$ cat src/rtl/sigmoid_arb_pkg.sv
// Shared constants and tag-width helpers for the sigmoid share arbiter.
package sigmoid_arb_pkg;

  localparam logic [31:0] FLOAT_ONE  = 32'h3F800000;
  localparam logic [31:0] FLOAT_HALF = 32'h3F000000;

  localparam int N_REQ_DEF = 4;

  // Owner tag width for n requesters; a single bit is kept even for n <= 2.
  function automatic int id_width(input int n);
    return (n <= 2) ? 1 : $clog2(n);
  endfunction

  localparam int ID_W = id_width(N_REQ_DEF);

  typedef logic [ID_W-1:0] tag_t;

endpackage

$ cat src/rtl/sigmoid_tag_fifo.sv
// In-order owner-tag FIFO: first-word-fall-through read, wrap-around pointers,
// push and pop in the same cycle accepted at any occupancy (including full).
module sigmoid_tag_fifo
  import sigmoid_arb_pkg::*;
#(
  parameter int WIDTH = ID_W,
  parameter int DEPTH = 16
) (
  input  logic                     clk,
  input  logic                     rst,
  input  logic                     push_i,
  input  logic [WIDTH-1:0]         din_i,
  input  logic                     pop_i,
  output logic [WIDTH-1:0]         dout_o,
  output logic                     full_o,
  output logic                     empty_o,
  output logic [$clog2(DEPTH):0]   count_o
);

  localparam int AW = $clog2(DEPTH);

  logic [WIDTH-1:0] mem_q [DEPTH];
  logic [AW-1:0]    wr_q, wr_d, rd_q, rd_d;
  logic [AW:0]      cnt_q, cnt_d;
  logic             do_push, do_pop;

  assign empty_o = (cnt_q == '0);
  assign full_o  = (cnt_q == (AW+1)'(DEPTH));
  assign count_o = cnt_q;
  assign dout_o  = mem_q[rd_q];

  // Pop only real entries; a push into a full FIFO is taken only alongside a pop.
  always_comb begin
    do_pop  = pop_i & ~empty_o;
    do_push = push_i & (~full_o | do_pop);
    wr_d    = do_push ? wr_q + AW'(1) : wr_q;
    rd_d    = do_pop  ? rd_q + AW'(1) : rd_q;
    cnt_d   = cnt_q + {{AW{1'b0}}, do_push} - {{AW{1'b0}}, do_pop};
  end

  // Pointer and occupancy registers.
  always_ff @(posedge clk or posedge rst) begin
    if (rst) begin
      wr_q  <= '0;
      rd_q  <= '0;
      cnt_q <= '0;
    end else begin
      wr_q  <= wr_d;
      rd_q  <= rd_d;
      cnt_q <= cnt_d;
    end
  end

  // Tag storage; contents are meaningless once the pointers are cleared.
  always_ff @(posedge clk) begin
    if (do_push) mem_q[wr_q] <= din_i;
  end

endmodule

$ cat src/rtl/sigmoid_share_arbiter.sv
// Round-robin sharing of one pipelined sigmoid unit among N_REQ requesters.
// Owner tags travel through an in-order FIFO and steer each result back as a
// one-cycle rsp_valid pulse. Optional macro SIGMOID_ARB_PERF_EN adds
// saturating issue / stall performance counters.
module sigmoid_share_arbiter
  import sigmoid_arb_pkg::*;
#(
  parameter int N_REQ        = 4,
  parameter int MAX_INFLIGHT = 16,
  parameter int DATA_W       = 32
) (
  input  logic                      clk,
  input  logic                      rst,
  input  logic [N_REQ-1:0]          req_valid,
  input  logic [N_REQ*DATA_W-1:0]   req_data,
  output logic [N_REQ-1:0]          req_ready,
  output logic [N_REQ-1:0]          rsp_valid,
  output logic [DATA_W-1:0]         rsp_data,
  output logic                      unit_valid,
  output logic [DATA_W-1:0]         unit_din,
  input  logic                      unit_ready,
  input  logic                      unit_done,
  input  logic [DATA_W-1:0]         unit_dout,
  output logic                      busy,
  output logic                      err_orphan
`ifdef SIGMOID_ARB_PERF_EN
  ,
  output logic [31:0]               perf_issued,
  output logic [31:0]               perf_stall_full,
  output logic [31:0]               perf_stall_unit
`endif
);

  localparam int TAG_W = id_width(N_REQ);
  localparam int CNT_W = $clog2(MAX_INFLIGHT) + 1;

  logic [TAG_W-1:0]  rr_q, rr_d, gnt, tag_head;
  logic              found, issue, pop, fifo_full, fifo_empty;
  logic [CNT_W-1:0]  inflight;
  logic [N_REQ-1:0]  rsp_valid_q, rsp_valid_d;
  logic [DATA_W-1:0] rsp_data_q, rsp_data_d;
  logic              err_q, err_d;
  int                idx;

  // Round-robin search: first valid requester at or after rr_q, wrapping.
  always_comb begin
    gnt   = '0;
    found = 1'b0;
    idx   = 0;
    for (int k = 0; k < N_REQ; k++) begin
      idx = int'(rr_q) + k;
      if (idx >= N_REQ) idx = idx - N_REQ;
      if (!found && req_valid[idx]) begin
        found = 1'b1;
        gnt   = TAG_W'(idx);
      end
    end
  end

  // Issue handshake toward the unit; the pointer only moves on a real issue.
  always_comb begin
    issue      = found & unit_ready & ~fifo_full;
    req_ready  = issue ? (N_REQ'(1) << gnt) : '0;
    unit_valid = issue;
    unit_din   = issue ? req_data[int'(gnt)*DATA_W +: DATA_W] : '0;
    rr_d       = rr_q;
    if (issue) rr_d = (gnt == TAG_W'(N_REQ-1)) ? '0 : gnt + TAG_W'(1);
  end

  // Completion steering: pop the owner tag, or flag an orphan result.
  always_comb begin
    pop         = unit_done & ~fifo_empty;
    rsp_valid_d = pop ? (N_REQ'(1) << tag_head) : '0;
    rsp_data_d  = pop ? unit_dout : rsp_data_q;
    err_d       = err_q | (unit_done & fifo_empty);
  end

  sigmoid_tag_fifo #(
    .WIDTH (TAG_W),
    .DEPTH (MAX_INFLIGHT)
  ) u_tag_fifo (
    .clk     (clk),
    .rst     (rst),
    .push_i  (issue),
    .din_i   (gnt),
    .pop_i   (pop),
    .dout_o  (tag_head),
    .full_o  (fifo_full),
    .empty_o (fifo_empty),
    .count_o (inflight)
  );

  // Pointer, response and sticky error registers.
  always_ff @(posedge clk or posedge rst) begin
    if (rst) begin
      rr_q        <= '0;
      rsp_valid_q <= '0;
      rsp_data_q  <= '0;
      err_q       <= 1'b0;
    end else begin
      rr_q        <= rr_d;
      rsp_valid_q <= rsp_valid_d;
      rsp_data_q  <= rsp_data_d;
      err_q       <= err_d;
    end
  end

  assign rsp_valid  = rsp_valid_q;
  assign rsp_data   = rsp_data_q;
  assign err_orphan = err_q;
  assign busy       = (inflight != '0);

`ifdef SIGMOID_ARB_PERF_EN
  logic [31:0] iss_q, sfull_q, sunit_q;

  function automatic logic [31:0] sat_inc(input logic [31:0] v, input logic en);
    return (en && (v != '1)) ? v + 32'd1 : v;
  endfunction

  // Saturating event counters.
  always_ff @(posedge clk or posedge rst) begin
    if (rst) begin
      iss_q   <= '0;
      sfull_q <= '0;
      sunit_q <= '0;
    end else begin
      iss_q   <= sat_inc(iss_q, issue);
      sfull_q <= sat_inc(sfull_q, found & unit_ready & fifo_full);
      sunit_q <= sat_inc(sunit_q, found & ~unit_ready);
    end
  end

  assign perf_issued     = iss_q;
  assign perf_stall_full = sfull_q;
  assign perf_stall_unit = sunit_q;
`endif

endmodule

$ cat config.mk
export PLATFORM = sky130hd
export DESIGN_NAME = sigmoid_share_arbiter
export DESIGN_NICKNAME = d
export VERILOG_FILES = /design/src/rtl/sigmoid_arb_pkg.sv /design/src/rtl/sigmoid_tag_fifo.sv /design/src/rtl/sigmoid_share_arbiter.sv
export SDC_FILE = /design/constraint.sdc
export NUM_CORES = 1
export LEC_CHECK = 0
export CORE_ASPECT_RATIO = 1.4
export CORE_UTILIZATION = 40
export DETAILED_ROUTE_END_ITERATION = 8
export PLACE_DENSITY = 0.85
export SLEW_MARGIN = 20
export SYNTH_ARGS = -nofsm -noshare
export SYNTH_HDL_FRONTEND = slang
export SYNTH_SLANG_ARGS = --single-unit
export TNS_END_PERCENT = 30
$ cat constraint.sdc
create_clock -name clk -period 3.85 [get_ports clk]
set_input_delay 0.5775 -clock clk [delete_from_list [all_inputs] [get_ports clk]]
set_output_delay 0.5775 -clock clk [all_outputs]
set_load 0.005 [all_outputs]
==> Word-level counts from Yosys, hierarchy flattened <==
Memory sizes are Yosys's and may differ from the RTL's.
Index checks and enable logic that the tools add are counted.
W data, S select, Z words.
{ "op_classes": {"shifts": 3, "eq_ne": 2, "order_cmp": 8, "addsub": 12, "mux": 30, "n_bitwise": 10, "n_reduce_logical": 8} }
{ "ops": {"columns": ["operator", "n"], "rows": [
  ["$mux W32", 5],
  ["$lt A32 B4 Y1 const B", 4],
  ["$shiftx A128 B8 Y32", 1],
  ["$mux W1", 14],
  ["$sub A3 B3 Y4 const B", 3],
  ["$mux W2", 5],
  ["$ge A3 B3 Y1 const B", 3],
  ["$add A4 B1 Y4 const B", 2],
  ["$bmux W1 S2", 4],
  ["$mux W4", 2],
  ["$shl A1 B2 Y4 const A", 2],
  ["$add A2 B2 Y3 const B", 2],
  ["$and A1 B1 Y1", 6],
  ["$add A5 B1 Y5", 1],
  ["$eq A5 B5 Y1 const B", 1],
  ["$logic_not A5 Y1", 1],
  ["$reduce_bool A5 Y1", 1],
  ["$sub A5 B1 Y5", 1],
  ["$sub A2 B3 Y4 const B", 1],
  ["$add A2 B1 Y3 const B", 1],
  ["$ge A2 B3 Y1 const B", 1],
  ["$logic_and A1 B1 Y1", 3],
  ["$logic_not A1 Y1", 3],
  ["$add A2 B1 Y2 const B", 1],
  ["3 further kinds", 5]
]} }
{ "totals": {"ff_bits": 52, "out_inout_bits": 75, "word_cells": 81, "ramBits": 32, "inputBits": 168, "n_memories": 1} }
{ "mem_list": {"columns": ["name", "depth", "width", "read_ports", "rd_ports_with_merged_regs", "write_ports", "line", "rtl"], "rows": [
  ["u_tag_fifo.mem_q", 16, 2, 1, 0, 1, "sigmoid_tag_fifo.sv:22", "logic [WIDTH-1:0] mem_q [DEPTH];"]
]} }

==> Depth between registers and ports, before layout <==
Gate-level depths: netlist of run 1.
{ "depth": {"depth_word": 20, "mapped_depth": 14, "ltp_nobuf": 13} }

==> Hierarchy <==
From an unflattened synthesis of run 1, not the netlist that was laid out.
{ "unflattened": {"cells_unflattened": 410, "area_unflattened_um2": 4793.3} }
{ "modules_own_cells": {"columns": ["module", "seq_area_each_um2", "instances", "area_per_inst_um2", "cells_per_inst"], "rows": [
  ["sigmoid_share_arbiter", 975.9, 1, 2710.1, 264],
  ["sigmoid_tag_fifo", 1286.2, 1, 2083.2, 146]
]} }

==> Worst setup path before layout of run 1 <==
Ideal clock, no wire load.
{ "synth_path": {"path_kind": "register to register", "from": "register u_tag_fifo.cnt_q[3], in the netlist u_tag_fifo.count_o[3]", "to": "register u_tag_fifo.cnt_q[4], in the netlist u_tag_fifo.count_o[4]", "path_stages_with_launch": 15, "path_slack_ns": 0.977, "setup_ns": 0.123, "required_ns": 3.727, "n_path_buf": 1, "t_arrival_ns": 2.750, "synth_period_minus_slack_ns": 2.873, "cell_sequence": "dfrtp_1 > inv_1 > ha_1 > or4b_4 > nand2_4 > inv_2 > clkbuf_1 > ha_1 > inv_1 > ha_1 > fa_1 > a21oi_1 > nor2_1 > nor2_1 > xnor2_1"} }
{ "synth_between": {"elab_chain_cells": 8, "word_cells_on_any_way": 11, "classes_between": "2 x add/sub; 1 x eq/ne; 7 x bitwise; 1 x reduce/logical"} }
{ "synth_lines": {"columns": ["item", "line", "rtl"], "rows": [
  ["start, declared", "sigmoid_tag_fifo.sv:24", "logic [AW:0] cnt_q, cnt_d;"],
  ["start signal, assigned", "sigmoid_tag_fifo.sv:50", "cnt_q <= cnt_d;"],
  ["$logic_not A5 Y1 (*)", "sigmoid_tag_fifo.sv:27", "assign empty_o = (cnt_q == '0);"],
  ["$not A1 Y1 (*)", "sigmoid_share_arbiter.sv:72", "pop = unit_done & ~fifo_empty;"],
  ["$and A1 B1 Y1 (*)", "sigmoid_share_arbiter.sv:72", null],
  ["net pop", "sigmoid_share_arbiter.sv:38", "logic found, issue, pop, fifo_full, fifo_empty;"],
  ["$and A1 B1 Y1 (*)", "sigmoid_tag_fifo.sv:34", "do_pop = pop_i & ~empty_o;"],
  ["$or A1 B1 Y1", "sigmoid_tag_fifo.sv:35", "do_push = push_i & (~full_o | do_pop);"],
  ["$and A1 B1 Y1", "sigmoid_tag_fifo.sv:35", null],
  ["$add A5 B1 Y5", "sigmoid_tag_fifo.sv:38", "cnt_d = cnt_q + {{AW{1'b0}}, do_push} - {{AW{1'b0}}, do_pop};"],
  ["$sub A5 B1 Y5 (*)", "sigmoid_tag_fifo.sv:38", null],
  ["net u_tag_fifo.cnt_d[4]", "sigmoid_tag_fifo.sv:24", null]
]} }
The timed path passes the listed nets; every way through them passes the cells marked *.
A chain may end at the register's enable or synchronous reset.

==> Final worst setup path of run 1 <==
{ "layout_path": {"from": "input req_valid[0]", "to": "output unit_din[11]"} }
{ "layout_between": {"elab_chain_cells": 16, "word_cells_on_any_way": 30, "classes_between": "1 x shift; 21 x mux; 2 x bitwise; 6 x reduce/logical"} }
{ "layout_lines": {"columns": ["item", "line", "rtl"], "rows": [
  ["start, declared", "sigmoid_share_arbiter.sv:14", "input logic [N_REQ-1:0] req_valid,"],
  ["branches (longest 15 deep; another with $bmux W1 S2)", null, null],
  ["$mux W32 (*)", "sigmoid_share_arbiter.sv:65", "unit_din = issue ? req_data[int'(gnt)*DATA_W +: DATA_W] : '0;"],
  ["end, declared", "sigmoid_share_arbiter.sv:20", "output logic [DATA_W-1:0] unit_din,"]
]} }
Every way passes the cells marked *. The select of a mux whose other input is x is not followed.

==> out/qor.yml, run 1 <==
globalRoute.totalOverflow: 0
rrSetupSlack_ns: 1.04
vias: 4366
ys_top_cells_by_count: "107 x nand2_1, 69 x mux2i_1, 52 x dfrtp_1"
ys.warnings.count: 0
avgSynthCellArea_um2: 10.8
ys_ff_latch: 84
slew_violations: 0
fillCellCount: 830
wl_per_cell_um: 19.1
ys_types: 42
hold_start: "rsp_data[27]"
dp_hpwl_um: 12800
gr-usage-met1_pct: 29.6
synth_flop_cell: "dfrtp_1"
first_pass_iters: 4
min_path_cells: 2
drtAntennaViolNets: 0
grtUsageMet2_pct: 46.7
io_pins: 243
drcViolationCount: 0
root_buffer: "clkbuf_16"
worst_ir_drop_vdd_mv: 0.284
synth_area_um2: 4730
crit_path_max_fanout: 10
worstHoldEndpoint: "rsp_data[27]"
grt_pass1_wl_um: 23400
nets: 861
slew-limit-headroom_pct: 41.6
start_kind: "input port"
power.leakage_uw: 0.00328
clk_latency_ns: 0.34
die_h_um: 131
die_area_um2: 12300
post-route-min-period_ns: 3.66
grt_usage_pct: 26.1
post-cts-setup-buffers: 0
cts_buffers: 9
worstPathCellList: "clkdlybuf4s50_1 > a21o_1 > a21oi_1 > o22a_4 > buf_4 > mux2i_1 > o22ai_1 > buf_4 > clkdlybuf4s50_1"
synth_top_cell_area_share_pct: 27.5
skew_ns: 0.00893
die_w_um: 93.9
critPathCaptureType: "output pin"
status: "finished, final reports clean"
grt.busiest_layer: "met2"
crit_required_ns: 3.27
cts_resized: 0
finalCritPeriodShare_pct: 95.1
synth_area_leaders: "dfrtp_1 28%, edfxtp_1 20%, mux2i_1 15%"
async_reset_ff_share_pct: 61.9
synthesis.nets: 621
cts.reportedPaths.clkPinSlew_ns: 0.06
synth.most_common_cell: "nand2_1"
globalplace.congestion: 0.903
drt-initial-drc-count: 203
final-hold-violation-count: 0
grt_util_met3_pct: 6.89
synthCells: 437
core.rowCount: 46
grt_pass1_vias: 4424
start_util_pct: 41.5
setup_viol: 0
cts_sinks: 84
drive_above_1_share_pct: 6.45
timing.rr.start: "u_tag_fifo.count_o[3]"
layout-area-overhead-vs-synth_pct: 59.6
critPathSlowestCell: "clkdlybuf4s50_1"
yosysSeqAreaShare_pct: 47.8
critPathKind: "in -> out"
setup_tns_ns: 0
seq_area_um2: 2260
io_buffer_count: 242
pre_cts_slack_ns: 0.164
slowest_delay_ns: 0.48
reg2reg_to: "u_tag_fifo.count_o[4]"
cts_tree: "yes"
hold_class: "reg -> reg"
grt_max_degree: 53
multi_input_area_um2: 2190
cellPowerDensity_nw_per_um2: 566
reg2reg_depth: 13
antenna_found_initial: 1
crit_arrival_ns: 3.08
fin_hold_ws_ns: 0.474
synth-edff-count: 32
finalWorstSetupSlack_ns: 0.189
wirelength_um: 15800
h-tree-depth: 3
drv_cap: 0
synth_area_leader_cell: "dfrtp_1"
hold_buffers: 0
fin_area_um2: 7550
drt-vias-per-instance: 5.28
core_area_um2: 11400
max_freq_mhz: 273
grt_setup_unrepaired: "no"
worst_pin_slew_ns: 0.875
clockBufferDepth: 2
place_area_um2: 7250
-- sequential cells by signal, summed over array words and instances (netlist names) --
name                count
u_tag_fifo.count_o      5
rr_q                    2
u_tag_fifo.wr_q         4
u_tag_fifo.mem_q       32
rsp_valid               4
rsp_data               32
u_tag_fifo.rd_q         4
err_orphan              1
-- power breakdown --
part           switching, uW  total, uW  internal, uW
logic                    918       2030          1120
registers                211       1380          1170
clock network            357        862           505
total                   1490       4280          2790
-- worst max-delay path by stage --
stage	from	end	slack, ns	cells after the start
2_1_floorplan	u_tag_fifo.count_o[3]	u_tag_fifo.count_o[4]	0.98	14
3_3_place_gp	req_valid[0]	unit_din[11]	0.21	9
3_5_place_dp	req_valid[0]	unit_din[11]	0.16	9
4_1_cts	req_valid[0]	unit_din[11]	0.16	9
5_1_grt	req_valid[0]	unit_din[11]	0.09	9
6_report	req_valid[0]	unit_din[11]	0.19	9
-- through the flow --
| stage | cells | total power (uW) | util [%] |
|---|---|---|---|
| finish | 827 | 4280 | 66.2 |
| floorplan | 437 | 2540 | - |
| CTS | 826 | 4290 | 66.2 |
| detailed placement | 810 | 3420 | 63.6 |
| global placement | 810 | 3330 | 63.6 |
| global route | 826 | 4520 | 66.2 |
-- placed cells by master (no fill, tap or decap), drive strengths merged, types with 2 or more instances in the layout --
master / n
clkdlybuf4s50: 242
nand2: 108
mux2i: 69
dfrtp: 52
o22ai: 34
edfxtp: 32
inv: 19
ha: 15
buf: 14
and2: 12
nor2: 10
clkbuf: 9
xnor2: 8
a21oi: 6
mux4: 6
and3: 6
nand3b: 4
nand4: 4
nor3b: 4
clkinvlp: 3
nand2b: 2
xor2: 2
a21o: 2
nand3: 2
a41oi: 2
-- per-layer routing --
layer,up-vias,share of wire [%]
met3,26,9.4
met5,-,0
met1,2064,37
li1,2017,-
met2,259,51
met4,0,2.4
-- worst max-delay path: cells and delay by family --
kind | cells | cell delay [ns]
AO/OA/AOI/OAI | 4 | 0.79
multiplexers | 1 | 0.45
buffers and inverters | 4 | 1.26
-- cell families (layout without fill, tap and decap cells) --
kind of cell / after synthesis / after routing / synth area share [%]
AND/OR/NAND/NOR: 157 / 157 / 15.1
flip-flops: 84 / 84 / 47.8
XOR/XNOR: 10 / 10 / 1.85
multiplexers: 75 / 75 / 17.5
buffers and inverters: 44 / 289 / 6.09
other: 0 / 1 / 0
AO/OA/AOI/OAI: 51 / 51 / 7.28
adder cells (fa/ha/maj): 16 / 16 / 4.39
-- layout make-up --
cell class              count  area share [%]
repair buffers            256            33.8
flip-flops and latches     84            30.0
multi-input cells         309            29.0
clock buffers               9            2.98
well taps                 144            2.39
clock inverters             7           0.978
inverters                  17           0.862
diodes                      1          0.0332
Note: power is estimated with default switching activity, not from simulation.
==> run 2: changes to the inputs <==
--- a/config.mk
+++ b/config.mk
@@ -8,7 +8,7 @@
 export CORE_ASPECT_RATIO = 1.4
 export CORE_UTILIZATION = 40
 export DETAILED_ROUTE_END_ITERATION = 8
-export PLACE_DENSITY = 0.85
+export PLACE_DENSITY = 0.81
 export SLEW_MARGIN = 20
 export SYNTH_ARGS = -nofsm -noshare
 export SYNTH_HDL_FRONTEND = slang
==> out/qor.yml, run 2 (same netlist as run 1, synthesis figures left out) <==
cts.reportedPaths.clkPinSlew_ns: 0.05
drcViolationCount: 0
grt_setup_unrepaired: "no"
drtAntennaViolNets: 0
mostFrequentLayoutCells: "242 x clkdlybuf4s50_1, 106 x nand2_1, 69 x mux2i_1, 52 x dfrtp_1, 34 x o22ai_1"
cts_sinks: 84
start_util_pct: 41.5
drv_cap: 0
cts_buffers: 9
cts_tree: "yes"
final_cells: 826
crit_top_cell: "clkdlybuf4s50_1"
core_area_um2: 11400
post-cts-setup-buffers: 0
numPlacedInstances: 810
finalCritPeriodShare_pct: 94.7
pre_cts_slack_ns: 0.114
dp_hpwl_um: 12800
drt-vias-per-instance: 5.29
clockBufferDepth: 2
critPathCaptureType: "output pin"
core.rowCount: 46
setup_tns_ns: 0
grt_max_degree: 53
globalplace.congestion: 0.921
final_common_cell: "clkdlybuf4s50_1"
io_pins: 243
h-tree-depth: 3
globalRoute.totalOverflow: 0
wl_per_cell_um: 18.6
final-hold-violation-count: 0
worst_pin_slew_ns: 0.875
grt_pass1_wl_um: 22700
max_freq_mhz: 274
root_buffer: "clkbuf_16"
slew_violations: 0
hold_class: "reg -> reg"
worstPathCellList: "clkdlybuf4s50_1 > a21o_1 > a21oi_1 > o22a_4 > buf_12 > mux2i_1 > o22ai_1 > clkdlybuf4s50_1"
drt-initial-drc-count: 259
crit_arrival_ns: 3.07
start_kind: "input port"
cellPowerDensity_nw_per_um2: 555
n_antenna_cell: 0
clk_latency_ns: 0.34
status: "finished, final reports clean"
path_buf_inv: 3
skew_ns: 0.00838
first_pass_iters: 4
finalWorstSetupSlack_ns: 0.205
power.total_uw: 4190
critPathKind: "in -> out"
io_buffer_count: 242
die_h_um: 131
vias: 4370
setup_viol: 0
nets: 861
wirelength_um: 15400
slew-limit-headroom_pct: 41.6
layout-area-overhead-vs-synth_pct: 59.6
worstSetupStartpoint: "req_valid[0]"
antenna_found_initial: 0
hold_start: "rsp_data[20]"
crit_path_max_fanout: 12
grt_pass1_vias: 4456
slowest_delay_ns: 0.50
critPathSlowestCell: "clkdlybuf4s50_1"
drive_above_1_share_pct: 6.16
die_w_um: 93.9
post-route-min-period_ns: 3.65
worst_ir_drop_vdd_mv: 0.253
die_area_um2: 12300
power.leakage_uw: 0.00328
crit_family: "buffers and inverters"
timing.rr.start: "u_tag_fifo.count_o[2]"
crit_required_ns: 3.27
grt_usage_pct: 25.6
## run 2: final timing paths
| kind | to | slack, ns | cells past startpoint |
|---|---|---|---|
| min reg2reg | rsp_data[20] | 0.47 | 2 |
| max in group asynchronous | rsp_data[23] | 2.60 | 2 |
| min in group asynchronous | rsp_data[7] | 0.73 | 2 |
| max reg2reg | u_tag_fifo.count_o[4] | 0.76 | 13 |
| max | unit_din[12] | 0.20 | 8 |
| min | rsp_data[20] | 0.47 | 2 |
## run 2: layout make-up
cell class	count	area, um^2
Fill cell	870	3850
Tap cell	144	180
Clock buffer	13	250
Inverter	17	65.1
Sequential cell	84	2260
Clock inverter	3	22.5
Timing Repair Buffer	256	2580
Multi-Input combinational cell	309	2190
## run 2: repair_timing
item                                    4_1_cts  5_1_grt
hold buffers                                  0        0
resized for setup                             0        1
endpoints found under the setup margin        0        9
## run 2: report_power, final
part / switching (uW) / internal (uW)
Clock: 317 / 457
Combinational: 909 / 1130
Sequential: 211 / 1170
## run 2: tightest hold or removal path: stages (launching register included)
cell     delay [ns]
dfrtp_1        0.34
nand2_1        0.05
nand2_1        0.05
## run 2: through the flow
stage	hold WS [ns]	util, %	area (um^2)
after floorplan	0.468	-	4730
after global placement	0.457	63.8	7270
after detailed placement	0.462	63.8	7270
after CTS	0.476	66.2	7540
after global routing	0.500	66.2	7550
final	0.470	66.2	7550
## run 2: routing by layer
metal,track usage (%),vias to the layer above,routed length (um)
met5,0,-,0
met4,13.2,0,645
met3,8.22,38,1660
met2,45.0,265,7670
met1,27.3,2048,5390
li1,-,2019,-
